### src/rtl/tcp_session_responder.sv
// Passive-open TCP endpoint: SYN -> SYN-ACK, bidirectional byte payload, FIN answered with FIN.
// One-cycle latency rx->byte and byte->packet; single tx slot held until tcp_tx_ready, tx_ready_out low while occupied.
module tcp_session_responder #(
    parameter logic [31:0] ISN          = 32'h0000_2000,
    parameter int unsigned IDLE_TIMEOUT = 1_000_000
) (
    input  logic        clk,
    input  logic        rst,
    input  logic [15:0] local_port,
    input  logic        listen_en,
    input  logic        abort_req,
    output logic [3:0]  tcp_state,
    output logic        connection_established,
    output logic        connection_closed,
    output logic [15:0] peer_port,
    input  logic [7:0]  tx_data_in,
    input  logic        tx_valid_in,
    output logic        tx_ready_out,
    output logic [7:0]  rx_data_out,
    output logic        rx_valid_out,
    output logic [63:0] tcp_tx_packet,
    output logic        tcp_tx_valid,
    input  logic        tcp_tx_ready,
    input  logic [63:0] tcp_rx_packet,
    input  logic        tcp_rx_valid,
    output logic [31:0] bytes_sent,
    output logic [31:0] bytes_received,
    output logic [31:0] dropped_count
);

    typedef enum logic [3:0] {
        ST_CLOSED     = 4'd0,
        ST_SYN_RCVD   = 4'd2,
        ST_ESTAB      = 4'd3,
        ST_CLOSE_WAIT = 4'd8,
        ST_LAST_ACK   = 4'd9,
        ST_LISTEN     = 4'd10
    } state_t;

    localparam logic [31:0] FIN_PAYLOAD = 32'hFFFF_FFFF;
    localparam logic [31:0] IDLE_LIMIT  = 32'(IDLE_TIMEOUT);

    state_t      state_q, state_d;
    logic        est_q, est_d;
    logic        closed_q, closed_d;
    logic [15:0] peer_q, peer_d;
    logic [7:0]  rx_dat_q, rx_dat_d;
    logic        rx_vld_q, rx_vld_d;
    logic [63:0] tx_pkt_q, tx_pkt_d;
    logic        tx_vld_q, tx_vld_d;
    logic [31:0] sent_q, sent_d;
    logic [31:0] recv_q, recv_d;
    logic [31:0] drop_q, drop_d;
    logic [31:0] idle_q, idle_d;

    logic        rx_hit;
    logic        rx_ignored;
    logic        tx_xfer;
    logic        tx_accept;
    logic [15:0] rx_src;

    assign rx_src     = tcp_rx_packet[63:48];
    assign rx_hit     = tcp_rx_valid && (tcp_rx_packet[47:32] == local_port);
    assign rx_ignored = (state_q == ST_CLOSED) || (state_q == ST_SYN_RCVD) ||
                        (state_q == ST_CLOSE_WAIT) || (state_q == ST_LAST_ACK);
    assign tx_xfer    = tx_vld_q && tcp_tx_ready;
    assign tx_accept  = tx_valid_in && tx_ready_out;

    assign tx_ready_out = (state_q == ST_ESTAB) && !tx_vld_q && !abort_req;

    always_comb begin
        state_d  = state_q;
        peer_d   = peer_q;
        rx_dat_d = rx_dat_q;
        rx_vld_d = 1'b0;
        tx_pkt_d = tx_pkt_q;
        tx_vld_d = tx_vld_q;
        sent_d   = sent_q;
        recv_d   = recv_q;
        drop_d   = drop_q;
        idle_d   = 32'd0;

        if (tx_xfer) begin
            tx_vld_d = 1'b0;
        end

        if (abort_req) begin
            state_d  = ST_CLOSED;
            tx_vld_d = 1'b0;
        end else begin
            if (tcp_rx_valid && (!rx_hit || rx_ignored)) begin
                drop_d = drop_q + 32'd1;
            end

            case (state_q)
                ST_CLOSED: begin
                    if (listen_en) begin
                        state_d = ST_LISTEN;
                    end
                end
                ST_LISTEN: begin
                    if (rx_hit) begin
                        peer_d   = rx_src;
                        tx_pkt_d = {local_port, rx_src, ISN};
                        tx_vld_d = 1'b1;
                        state_d  = ST_SYN_RCVD;
                    end
                end
                ST_SYN_RCVD: begin
                    if (tx_xfer) begin
                        state_d = ST_ESTAB;
                    end
                end
                ST_ESTAB: begin
                    idle_d = idle_q + 32'd1;
                    if (tx_accept) begin
                        tx_pkt_d = {local_port, peer_q, tx_data_in, 24'h0};
                        tx_vld_d = 1'b1;
                        sent_d   = sent_q + 32'd1;
                    end
                    if (rx_hit) begin
                        if (tcp_rx_packet[31:0] == FIN_PAYLOAD) begin
                            state_d = ST_CLOSE_WAIT;
                        end else begin
                            rx_dat_d = tcp_rx_packet[31:24];
                            rx_vld_d = 1'b1;
                            recv_d   = recv_q + 32'd1;
                            idle_d   = 32'd0;
                        end
                    end else if (idle_d == IDLE_LIMIT) begin
                        state_d = ST_CLOSE_WAIT;
                    end
                end
                ST_CLOSE_WAIT: begin
                    // A byte still in the slot leaves first; the FIN takes the slot as it drains.
                    if (!tx_vld_q || tcp_tx_ready) begin
                        tx_pkt_d = {local_port, peer_q, FIN_PAYLOAD};
                        tx_vld_d = 1'b1;
                        state_d  = ST_LAST_ACK;
                    end
                end
                ST_LAST_ACK: begin
                    if (tx_xfer) begin
                        state_d = listen_en ? ST_LISTEN : ST_CLOSED;
                    end
                end
                default: begin
                    state_d  = ST_CLOSED;
                    tx_vld_d = 1'b0;
                end
            endcase
        end

        est_d    = (state_d == ST_ESTAB);
        closed_d = (state_d == ST_CLOSED);
    end

    always_ff @(posedge clk) begin
        if (rst) begin
            state_q  <= ST_CLOSED;
            est_q    <= 1'b0;
            closed_q <= 1'b1;
            peer_q   <= 16'd0;
            rx_dat_q <= 8'd0;
            rx_vld_q <= 1'b0;
            tx_pkt_q <= 64'd0;
            tx_vld_q <= 1'b0;
            sent_q   <= 32'd0;
            recv_q   <= 32'd0;
            drop_q   <= 32'd0;
            idle_q   <= 32'd0;
        end else begin
            state_q  <= state_d;
            est_q    <= est_d;
            closed_q <= closed_d;
            peer_q   <= peer_d;
            rx_dat_q <= rx_dat_d;
            rx_vld_q <= rx_vld_d;
            tx_pkt_q <= tx_pkt_d;
            tx_vld_q <= tx_vld_d;
            sent_q   <= sent_d;
            recv_q   <= recv_d;
            drop_q   <= drop_d;
            idle_q   <= idle_d;
        end
    end

    assign tcp_state              = state_q;
    assign connection_established = est_q;
    assign connection_closed      = closed_q;
    assign peer_port              = peer_q;
    assign rx_data_out            = rx_dat_q;
    assign rx_valid_out           = rx_vld_q;
    assign tcp_tx_packet          = tx_pkt_q;
    assign tcp_tx_valid           = tx_vld_q;
    assign bytes_sent             = sent_q;
    assign bytes_received         = recv_q;
    assign dropped_count          = drop_q;

endmodule

### config.mk
export PLATFORM = sky130hd
export DESIGN_NAME = tcp_session_responder
export DESIGN_NICKNAME = d
export VERILOG_FILES = /design/src/rtl/tcp_session_responder.sv
export SDC_FILE = /design/constraint.sdc
export NUM_CORES = 1
export LEC_CHECK = 0
export ABC_CLOCK_PERIOD_IN_PS = 7000
export CORE_MARGIN = 1
export CORE_UTILIZATION = 25
export CTS_BUF_LIST = sky130_fd_sc_hd__clkbuf_16
export CTS_CLUSTER_DIAMETER = 40
export DETAILED_ROUTE_END_ITERATION = 12
export GPL_TIMING_DRIVEN = 1
export SETUP_SLACK_MARGIN = 0.5
export SYNTH_ARGS = -nofsm -noshare
export SYNTH_HDL_FRONTEND = slang
export SYNTH_SLANG_ARGS = --single-unit
export TNS_END_PERCENT = 100
### constraint.sdc
create_clock -name clk -period 7 [get_ports clk]
set_clock_uncertainty 0.2 [all_clocks]
set_input_delay 1.4 -clock clk [delete_from_list [all_inputs] [get_ports clk]]
set_output_delay 1.4 -clock clk [all_outputs]
set_load 0.01 [all_outputs]
==> out/metrics.json <==
{
  "run_status": {"value": "finished, final reports clean"},
  "leakage": {"value": 4.85, "unit": "nW"},
  "initial_core_util": {"value": 25.5, "unit": "%"},
  "post-place-ws": {"value": 2.02, "unit": "ns"},
  "grt_start_max_net_pins": {"value": 90},
  "portion_of_the_post_synthesis_area_used_by_sequential_elements": {"value": 43.1, "unit": "%"},
  "drc": {"value": 0},
  "clk_latency": {"value": 0.52, "unit": "ns"},
  "syn-cell-area": {"value": 0.00939, "unit": "sq mm"},
  "synthesis.yosys.warnings": {"value": 0},
  "clock_path_buffers": {"value": 3},
  "synth_area_leader_cell": {"value": "dfxtp_1"},
  "rrSetupSlack": {"value": 3.57, "unit": "ns"},
  "finalWeightedCongestion": {"value": 0.853},
  "dp_hpwl": {"value": 21000, "unit": "um"},
  "global_route.usage.total": {"value": 15.1, "unit": "%"},
  "slew_headroom": {"value": 23.0, "unit": "%"},
  "routedWlPerCell": {"value": 15.7, "unit": "um"},
  "cts_resized": {"value": 0},
  "synthesis.instances": {"value": 1110},
  "critical_setup_path_class": {"value": "primary input to output pin"},
  "mappedNetlistNets": {"value": 1209},
  "grt_pass1_wl": {"value": 46700, "unit": "um"},
  "ys_dominant_reg_cell": {"value": "dfxtp_1"},
  "number_of_failing_setup_endpoints_in_the_final_timing_report": {"value": 0},
  "number_of_antenna_repair_diodes": {"value": 0},
  "die_area": {"value": 0.0383, "unit": "sq mm"},
  "synth_enable_flop_cells": {"value": 0},
  "chipHeight": {"value": 196, "unit": "um"},
  "grt_overflow_total": {"value": 0},
  "layout_min_cycle_time": {"value": 4.77, "unit": "ns"},
  "worstPathRequired": {"value": 5.40, "unit": "ns"},
  "timing.fmax": {"value": 210, "unit": "MHz"},
  "proportion_of_layout_cells_with_a_drive_suffix_above_1": {"value": 5.94, "unit": "%"},
  "tightestPinTransition": {"value": 1.15, "unit": "ns"},
  "first_iter_violations": {"value": 396},
  "detailroute.via_count": {"value": 8740},
  "antenna_found_initial": {"value": 0},
  "synth.lib_cells_used.distinct": {"value": 59},
  "grt_pass1_vias": {"value": 8623},
  "worst_ep_arrival_time": {"value": 3.17, "unit": "ns"},
  "worst_setup_path_end_kind": {"value": "output pin"},
  "post_drt_via_cell_ratio": {"value": 4.69},
  "ir_worst_vdd": {"value": 0.000137, "unit": "V"},
  "clock_tree_from_tritoncts": {"value": "yes"},
  "r2r.worst_path.cells": {"value": 7},
  "synthArstFlopShare": {"value": 0, "unit": "%"},
  "rsz0062_at_grt": {"value": "false"},
  "worst_path_clk_slew": {"value": 0.04, "unit": "ns"},
  "post_cts_hold_buffer_count": {"value": 0},
  "totalWireLength": {"value": 29200, "unit": "um"},
  "synthesis.area_per_instance": {"value": 8.46, "unit": "sq um"},
  "layout.cells.most_common": {"value": "clkdlybuf4s50_1"},
  "drt-pass1-iter-count": {"value": 5},
  "start_kind": {"value": "primary input"},
  "placed_area": {"value": 0.0125, "unit": "sq mm"},
  "min_from": {"value": "tcp_tx_packet[57]"},
  "ios": {"value": 288},
  "synth_top_area_share": {"value": 43.1, "unit": "%"},
  "post-route-period-util": {"value": 68.1, "unit": "%"},
  "reg2reg_to": {"value": "connection_established"},
  "postRouteAntennaNets": {"value": 0},
  "min_path_type": {"value": "flop to flop"},
  "synth.top_cells.by_area": {"value": "dfxtp_1, xnor2_1, nor2_1"},
  "number_of_i_o_port_buffers": {"value": 287},
  "synth-seq-cells": {"value": 202},
  "postLayoutSetupSlackWorst": {"value": 2.23, "unit": "ns"},
  "slew_viol_final": {"value": 0},
  "num_rows": {"value": 70},
  "fin_setup_tns": {"value": 0, "unit": "ns"},
  "synthToLayoutAreaGrowth": {"value": 46.8, "unit": "%"},
  "dieWidth": {"value": 196, "unit": "um"},
  "num-nets-final": {"value": 1468},
  "post_layout_instance_area": {"value": 0.0138, "unit": "sq mm"},
  "power_density": {"value": 223, "unit": "mW/mm^2"},
  "clock-root-buffer": {"value": "clkbuf_16"},
  "timing.hold.worst_endpoint": {"value": "tcp_tx_packet[57]"},
  "final_hold_viol_count": {"value": 0},
  "worstReg2RegStart": {"value": "idle_q[3]"},
  "cts_setup_buffers": {"value": 0},
  "cts_htree_levels": {"value": 2},
  "worstHoldPathCells": {"value": 2},
  "critPathMaxFanout": {"value": 9},
  "layout.cells.most_common_list": {"value": "clkdlybuf4s50_1, dfxtp_1, nor2_1, nand2_1, xnor2_1"},
  "drv_cap": {"value": 0},
  "tritoncts_num_sinks": {"value": 202},
  "numCtsBuffers": {"value": 40},
  "core_region_area": {"value": 0.0368, "unit": "sq mm"}
}
-- metal layers --
layer	GRT usage (%)	vias to the layer above	part of all wire, %
met3	4.61	46	7.9
li1	-	4356	-
met2	25.6	289	47
met1	17.9	4049	43
met4	5.12	0	2.4
met5	0	-	0
-- registers in the layout, summed over array words and instances (netlist names) --
register / flops
idle_q: 32
connection_established: 1
dropped_count: 32
peer_port: 16
connection_closed: 1
tcp_tx_valid: 1
tcp_state: 4
tcp_tx_packet: 42
rx_valid_out: 1
bytes_sent: 32
bytes_received: 32
rx_data_out: 8
-- logic make-up (layout without fill, tap and decap cells) --
family / count (synthesis) / count (layout) / share of synthesized area, %
xor gates and xnor gates: 129 / 129 / 12.0
adders and majority gates: 4 / 4 / 0.533
AOI/OAI and AO/OA: 108 / 108 / 7.06
DFF: 202 / 202 / 43.1
other: 1 / 1 / 0.0399
muxes: 46 / 46 / 4.94
buffers and inverters: 94 / 381 / 4.77
and+or+nand+nor: 526 / 526 / 27.5
-- metrics by stage --
stage / util, % / total power [mW] / hold slack, ns / instances
after CTS: 37.5 / 3.12 / 0.252 / 1865
final: 37.5 / 3.07 / 0.254 / 1865
after floorplan: - / 1.22 / 0.236 / 1110
after detailed placement: 34.0 / 1.30 / 0.249 / 1795
after global routing: 37.5 / 3.18 / 0.275 / 1865
after global placement: 34.0 / 1.30 / 0.244 / 1795
-- area by class of cell --
cell class | count | area [sq um]
inverter | 19 | 71.3
multi-input combinational | 814 | 4900
clock inverter | 28 | 215
timing repair buffer | 292 | 2910
fill | 3762 | 23000
sequential | 202 | 4040
tap | 468 | 586
clock buffer | 42 | 1050
-- cells in the mapped netlist, types with 2 or more instances --
| library cell | count |
|---|---|
| a211oi_1 | 21 |
| a21oi_1 | 46 |
| a311oi_1 | 2 |
| and2_1 | 7 |
| and3_1 | 26 |
| and3_2 | 2 |
| and4_1 | 12 |
| buf_1 | 5 |
| buf_2 | 4 |
| buf_4 | 22 |
| clkbuf_1 | 43 |
| dfxtp_1 | 202 |
| ha_1 | 4 |
| inv_1 | 19 |
| mux2_2 | 3 |
| mux2i_1 | 43 |
| nand2_1 | 105 |
| nand2b_1 | 3 |
| nand3_1 | 32 |
| nand4_1 | 38 |
| nor2_1 | 187 |
| nor2b_1 | 4 |
| nor3_1 | 38 |
| nor3b_1 | 3 |
| nor4_1 | 35 |
| nor4b_1 | 2 |
| o211ai_1 | 3 |
| o21ai_0 | 20 |
| o21bai_1 | 2 |
| o22ai_1 | 3 |
| o31ai_1 | 2 |
| or2_2 | 2 |
| or3_1 | 14 |
| or3_2 | 2 |
| or4_1 | 3 |
| xnor2_1 | 91 |
| xor2_1 | 38 |
-- worst max-delay path, cell delays in order --
cell	delay (ns)
clkdlybuf4s50_1	0.69
nor3_1	0.41
clkdlybuf4s50_1	0.65
-- report_power, final --
group | leakage, nW | total, mW | switching, mW | internal [mW]
combinational | 2.55 | 0.119 | 0.0520 | 0.0670
sequential | 1.63 | 1.16 | 0.00367 | 1.16
clock | 0.666 | 1.79 | 0.609 | 1.18
-- worst max-delay path by stage --
stage	slack, ns	from	end
after floorplan	3.47	abort_req	tx_ready_out
after CTS	2.24	abort_req	tx_ready_out
after global placement	2.07	local_port[1]	tcp_tx_packet[41]
after global routing	2.19	abort_req	tx_ready_out
after detailed placement	2.02	local_port[1]	tcp_tx_packet[46]
final	2.23	abort_req	tx_ready_out
No activity file was read; power rests on OpenSTA's default activity.
==> edit 1: new RTL, same flow settings <==
Register the output `dropped_count` once more; this adds one clock of latency there. The other outputs are not delayed to match.
--- a/src/rtl/tcp_session_responder.sv
+++ b/src/rtl/tcp_session_responder.sv
@@ -197,3 +197,5 @@
     assign bytes_received         = recv_q;
-    assign dropped_count          = drop_q;
+    always_ff @(posedge clk) begin
+        dropped_count <= drop_q;
+    end
 
Function: changed (a bounded check fails within 4 cycles, from zero or initial values and one cycle with rst high).
==> edit 1 against the unedited design <==
Critical endpoint unchanged. Cell area rose by 7.8%. Total power rose by 14%. Wire length rose by 3.5%. Utilization decreased by 0.32 points. Synthesized area is 8.8% higher. Count of clock-buffer cells in the layout rose by 1. Sequential cell count up 32. Largest power group unchanged. Worst setup slack improved by 180 ps.
==> edit 1: results (changes against the unedited design) <==
----------------------------------------------------
[Status]
  Outcome ... complete, no violations

[Synth]
  Sequential fraction of the synthesis area ... 45.9% (+2.8 points)
  Net count after synthesis ... 1301 (+7.6%)
  Netlist area before placement ... 10200 um2 (+8.8%)
  Top cells by area in the synthesized netlist ... sky130_fd_sc_hd__dfxtp_1, sky130_fd_sc_hd__xnor2_1, sky130_fd_sc_hd__nor2_1, sky130_fd_sc_hd__nand2_1, sky130_fd_sc_hd__a21oi_1

[Pwr]
  Pleak ... 4.92 nW (+1.5%)
  Peak supply drop ... 0.159 mV (+16%)

[Global routing]
  Tot GR Track Use ... 14.2% (-0.84 points)
  First-pass GRT wire length ... 47.6 mm (+2.1%)
  Pin count of the biggest net entering global routing ... 95 (+5.6%)
  Vias in the first global route ... 8815 (+2.2%)

[Final layout]
  Layout net count ... 1558 (+6.1%)
  Layout cell share with drive strength beyond 1 ... 7.10% (+1.2 points)
  Combined area of the multi-input logic cells ... 5010 um2 (+2.3%)
  Total of fill cells in the finished design ... 4060 (+7.9%)

[Worst setup path]
  Crit-path max cell delay ... 670 ps (-20 ps)
  Slowest library cell on the worst path ... sky130_fd_sc_hd__clkdlybuf4s50_1
  Signal arrival time at the worst endpoint ... 2990 ps (-180 ps)
  Largest fanout on the critical path ... 11 (+2)
  Critical R2R Launch ... idle_q[0]$_SDFF_PP0_

[Timing]
  Max-slew headroom ... 29.8% (+6.8 points)

[Route]
  Wire length on met3 ... 1.81 mm (-22%)
  Initial DRC Count ... 465 (+17%)
  Top metal layer carrying routed signals ... met4
  Met1 Wirelength ... 13.8 mm (+11%)
  Overall via count from detail_route ... 9326 (+6.7%)
  Routed wire length ... 30.2 mm (+3.5%)

[CTS]
  Clock latency at the later pin of the worst-skew pair ... 540 ps (+20 ps)
  Num CTS Buffers ... 43 (+7.5%)

[Worst hold path]
  Start point of the worst hold path ... drop_q[31]$_SDFFE_PP0P_

[Placement]
  Estimated wirelength of the detail-placed design ... 21.7 mm (+3.4%)
  Post-place instance area ... 13400 um2 (+7.2%)

----------------------------------------------------
-- edit 1: final timing paths --
path,to,slack (ps),cells past startpoint
setup / recovery,tx_ready_out,2410,3
hold / removal,dropped_count[31]$_DFF_P_,170,0
setup reg to reg,tcp_state[3]$_SDFF_PP0_,3370,8
hold reg to reg,dropped_count[31]$_DFF_P_,170,0
-- edit 1: stage by stage --
stage          instances  setup slack (ps)
2_1_floorplan       1202              3430
3_3_place_gp        1939              2140
3_5_place_dp        1939              2040
4_1_cts             2019              2380
5_1_grt             2019              2280
6_report            2019              2410
-- edit 1: logic make-up (layout without fill, tap and decap cells) --
group / after synthesis / in the layout / share of synthesized area, %
muxes: 32 / 32 / 3.19
DFF: 234 / 234 / 45.9
other: 1 / 1 / 0.0367
xor gates and xnor gates: 124 / 124 / 10.6
buffers and inverters: 113 / 405 / 5.24
and+or+nand+nor: 561 / 561 / 26.6
adders and majority gates: 4 / 4 / 0.490
AOI/OAI and AO/OA: 133 / 133 / 7.92
-- edit 1: cell type report --
cell class	instances	area share [%]
flip-flops and latches	234	31.5
well taps	525	4.42
clock buffers	43	7.24
inverters	27	0.682
multi-input cells	855	33.7
clock inverters	37	2.47
repair buffers	298	19.9
-- edit 1: worst register-to-register path, stage by stage (launching register included) --
cell and delay (ps):
sky130_fd_sc_hd__dfxtp_1 360, sky130_fd_sc_hd__ha_1 260, sky130_fd_sc_hd__nand3_1 260, sky130_fd_sc_hd__nor4_1 560
sky130_fd_sc_hd__mux2_2 430, sky130_fd_sc_hd__or3b_2 460, sky130_fd_sc_hd__or4_1 400, sky130_fd_sc_hd__or4_1 530
sky130_fd_sc_hd__a21oi_1 120
-- edit 1: routing by layer --
metal	global-route usage, %	vias to the layer above
li1	-	4655
met1	18.4	4375
met2	22.7	244
met3	3.28	52
met4	5.70	0
met5	0	-
-- edit 1: power breakdown --
part	leakage [nW]	total, W	switching [W]	internal (W)
logic	2.34	0.000115	0.0000504	0.0000642
clock network	0.696	0.00206	0.000737	0.00132
registers	1.88	0.00134	0.00000288	0.00134
total	4.92	0.00351	0.000791	0.00272
==> edit 2: new RTL, same settings <==
Made on the original files. Set the parameter `IDLE_TIMEOUT` to 750_000 (it was 1_000_000).
--- a/src/rtl/tcp_session_responder.sv
+++ b/src/rtl/tcp_session_responder.sv
@@ -4,3 +4,3 @@
     parameter logic [31:0] ISN          = 32'h0000_2000,
-    parameter int unsigned IDLE_TIMEOUT = 1_000_000
+    parameter int unsigned IDLE_TIMEOUT = 750_000
 ) (
Check against the original RTL: no difference found for any inputs over 4 cycles, from zero or initial values and one cycle with rst high; that may be too few to reach the edited logic, so the function may still have changed.
==> edit 2 against the unedited design <==
Wire length is 0.58% higher. Sequential share of layout area shrank 0.62 points. Cell area rose by 2.2%. Combinational power down 8%. Count of clock-buffer cells in the layout rose by 1. First-iteration DRC count shrank 15%. Cell count grew 3.8%. Worst setup slack better by 250 ps. Clock power increased by 15%. Total power increased by 8.2%. Utilization is 0.63 points higher. Sequential cell count did not move. Synthesized area up 0.97%. Largest power group unchanged.
==> edit 2: results (changes against the unedited design) <==
----------------------------------------------------
[Timing]
  Actual slew at the worst max-slew pin ... 1040 ps (-112 ps)

[Route]
  Initial DRC Count ... 338 (-15%)
  Routed length per instance ... 15.2 um (-3.1%)
  DR pass1 iterations ... 4 (-1)
  Overall via count from detail_route ... 8895 (+1.8%)

[CTS]
  CTS Root Cell ... sky130_fd_sc_hd__clkbuf_16
  H-Tree Level Count ... 2 (unchanged)
  # resized after CTS ... 0 (unchanged)
  Bufs on Longest Clock Path ... 3 (unchanged)
  Num CTS Buffers ... 41 (+2.5%)
  CTS clock-pin slew for the worst setup and hold paths ... 40 ps (about the same)
  Clock latency at the later pin of the worst-skew pair ... between 500 and 600 ps
  Post-CTS Setup Bufs ... 0 (unchanged)

[Synth]
  Primary FF master, synth ... sky130_fd_sc_hd__dfxtp_1
  Net count after synthesis ... 1239 (+2.5%)
  Commonest cells post-synth ... sky130_fd_sc_hd__dfxtp_1, sky130_fd_sc_hd__nor2_1, sky130_fd_sc_hd__nand2_1, sky130_fd_sc_hd__a21oi_1, sky130_fd_sc_hd__xnor2_1
  Post-synthesis cell type count ... 60 (+1.7%)
  Number of synthesis warnings ... 0 (unchanged)
  Share of synthesized registers carrying an async set or reset ... 0% (unchanged)
  Top cells by area in the synthesized netlist ... sky130_fd_sc_hd__dfxtp_1, sky130_fd_sc_hd__nor2_1, sky130_fd_sc_hd__xnor2_1, sky130_fd_sc_hd__nand2_1, sky130_fd_sc_hd__xor2_1
  Sequential fraction of the synthesis area ... 42.7% (-0.42 points)

[Global routing]
  Pin count of the biggest net entering global routing ... 88 (-2.2%)
  First-pass GRT wire length ... 45.9 mm (-1.6%)
  Tot GR Track Use ... 14.7% (-0.32 points)
  Vias in the first global route ... 8513 (-1.3%)
  Antenna violations before repair ... 3 (+3)

[Final layout]
  Total of fill cells in the finished design ... 3773 (+0.29%)
  Largest register FFs ... 42 (unchanged)
  Layout cell share with drive strength beyond 1 ... 6.92% (+0.98 points)
  Layout net count ... 1496 (+1.9%)

[Worst setup path]
  Signal arrival time at the worst endpoint ... 2920 ps (-250 ps)
  Depth of the most critical reg-to-reg path ... 8 (+1)
  Largest fanout on the critical path ... 7 (-2)
  Source of the critical timing path ... abort_req
  Critical R2R Launch ... tcp_state[1]$_SDFF_PP0_
  Critical Path Sink ... tx_ready_out
  Critical register-to-register path endpoint ... tcp_tx_packet[42]$_SDFFE_PP0P_
  R2R Setup Slk ... 3510 ps (-60 ps)

[Placement]
  Estimated wirelength of the detail-placed design ... 21.0 mm (about the same)
  Count of input and output buffers ... 287 (unchanged)
  Routability Congestion ... 0.835 (-2.1%)
  Post-place instance area ... 12600 um2 (+0.85%)

[Worst hold path]
  Min-Delay Path Class ... flop to flop

[Pwr]
  Pleak ... 4.69 nW (-3.2%)
  Peak supply drop ... 0.135 mV (-1.1%)

[Status]
  Outcome ... complete, no violations

----------------------------------------------------
==> edit 2: cell types whose count changed after synthesis, sizes merged, moves of 16 or more <==
cell	unedited run	this run
a21oi	46	70
xnor2	91	69
nor2	187	166
nand3	33	52
nor4	36	19
nand4	39	55
==> edit 2: kinds of logic (layout without fill, tap and decap cells) <==
family	count (synthesis)	count (layout)	share of synthesized area, %
compound gates	143	143	8.82
simple gates	538	538	28.0
xor+xnor	117	117	10.8
other cells	1	3	0.0396
fa+ha+maj	4	4	0.528
flops	202	202	42.7
buf+inv	97	387	5.06
mux	38	38	4.04
==> edit 2: stage by stage <==
| stage | cells | hold WS, ps | setup WS, ps | util [%] |
|---|---|---|---|---|
| 2_1_floorplan | 1140 | 249 | 3460 | - |
| 3_3_place_gp | 1858 | 238 | 2140 | 34.1 |
| 3_5_place_dp | 1858 | 245 | 2060 | 34.1 |
| 4_1_cts | 1934 | 251 | 2460 | 38.1 |
| 5_1_grt | 1936 | 275 | 2380 | 38.1 |
| 6_report | 1936 | 247 | 2480 | 38.1 |
==> edit 2: per-layer routing <==
layer	global-route usage, %	up-vias	part of all wire [%]
met5	0	-	0.044
li1	-	4458	-
met4	5.20	2	2.4
met1	18.9	4145	45
met2	23.4	241	46
met3	4.48	49	6.7
==> edit 2: power breakdown <==
part	leakage [nW]	switching, W	internal [W]
sequential	1.63	0.00000248	0.00115
clock	0.728	0.000673	0.00138
combinational	2.33	0.0000459	0.0000631
==> edit 2: cell type report <==
class	count	area [um2]	area share, %
inverter	19	71.3	0.507
timing repair buffer	292	2910	20.7
multi-input combinational	841	4960	35.3
sequential	202	4040	28.7
tap	504	631	4.48
clock inverter	33	378	2.68
antenna	2	5.00	0.0356
clock buffer	43	1080	7.64
==> edit 2: worst min path at each step <==
stage	from	end	depth (start not counted)
3_5_place_dp	rx_data_out[7]$_SDFFE_PP0P_	rx_data_out[7]$_SDFFE_PP0P_	2
5_1_grt	rx_data_out[0]$_SDFFE_PP0P_	rx_data_out[0]$_SDFFE_PP0P_	2
6_report	rx_data_out[7]$_SDFFE_PP0P_	rx_data_out[7]$_SDFFE_PP0P_	2
4_1_cts	rx_data_out[7]$_SDFFE_PP0P_	rx_data_out[7]$_SDFFE_PP0P_	2
3_3_place_gp	rx_data_out[7]$_SDFFE_PP0P_	rx_data_out[7]$_SDFFE_PP0P_	2
2_1_floorplan	idle_q[0]$_SDFF_PP0_	idle_q[0]$_SDFF_PP0_	1
==> edit 2: critical path: stages <==
cell,delay (ps)
sky130_fd_sc_hd__clkdlybuf4s50_1,560
sky130_fd_sc_hd__nor2_1,200
sky130_fd_sc_hd__and2_1,160
sky130_fd_sc_hd__clkdlybuf4s50_1,600
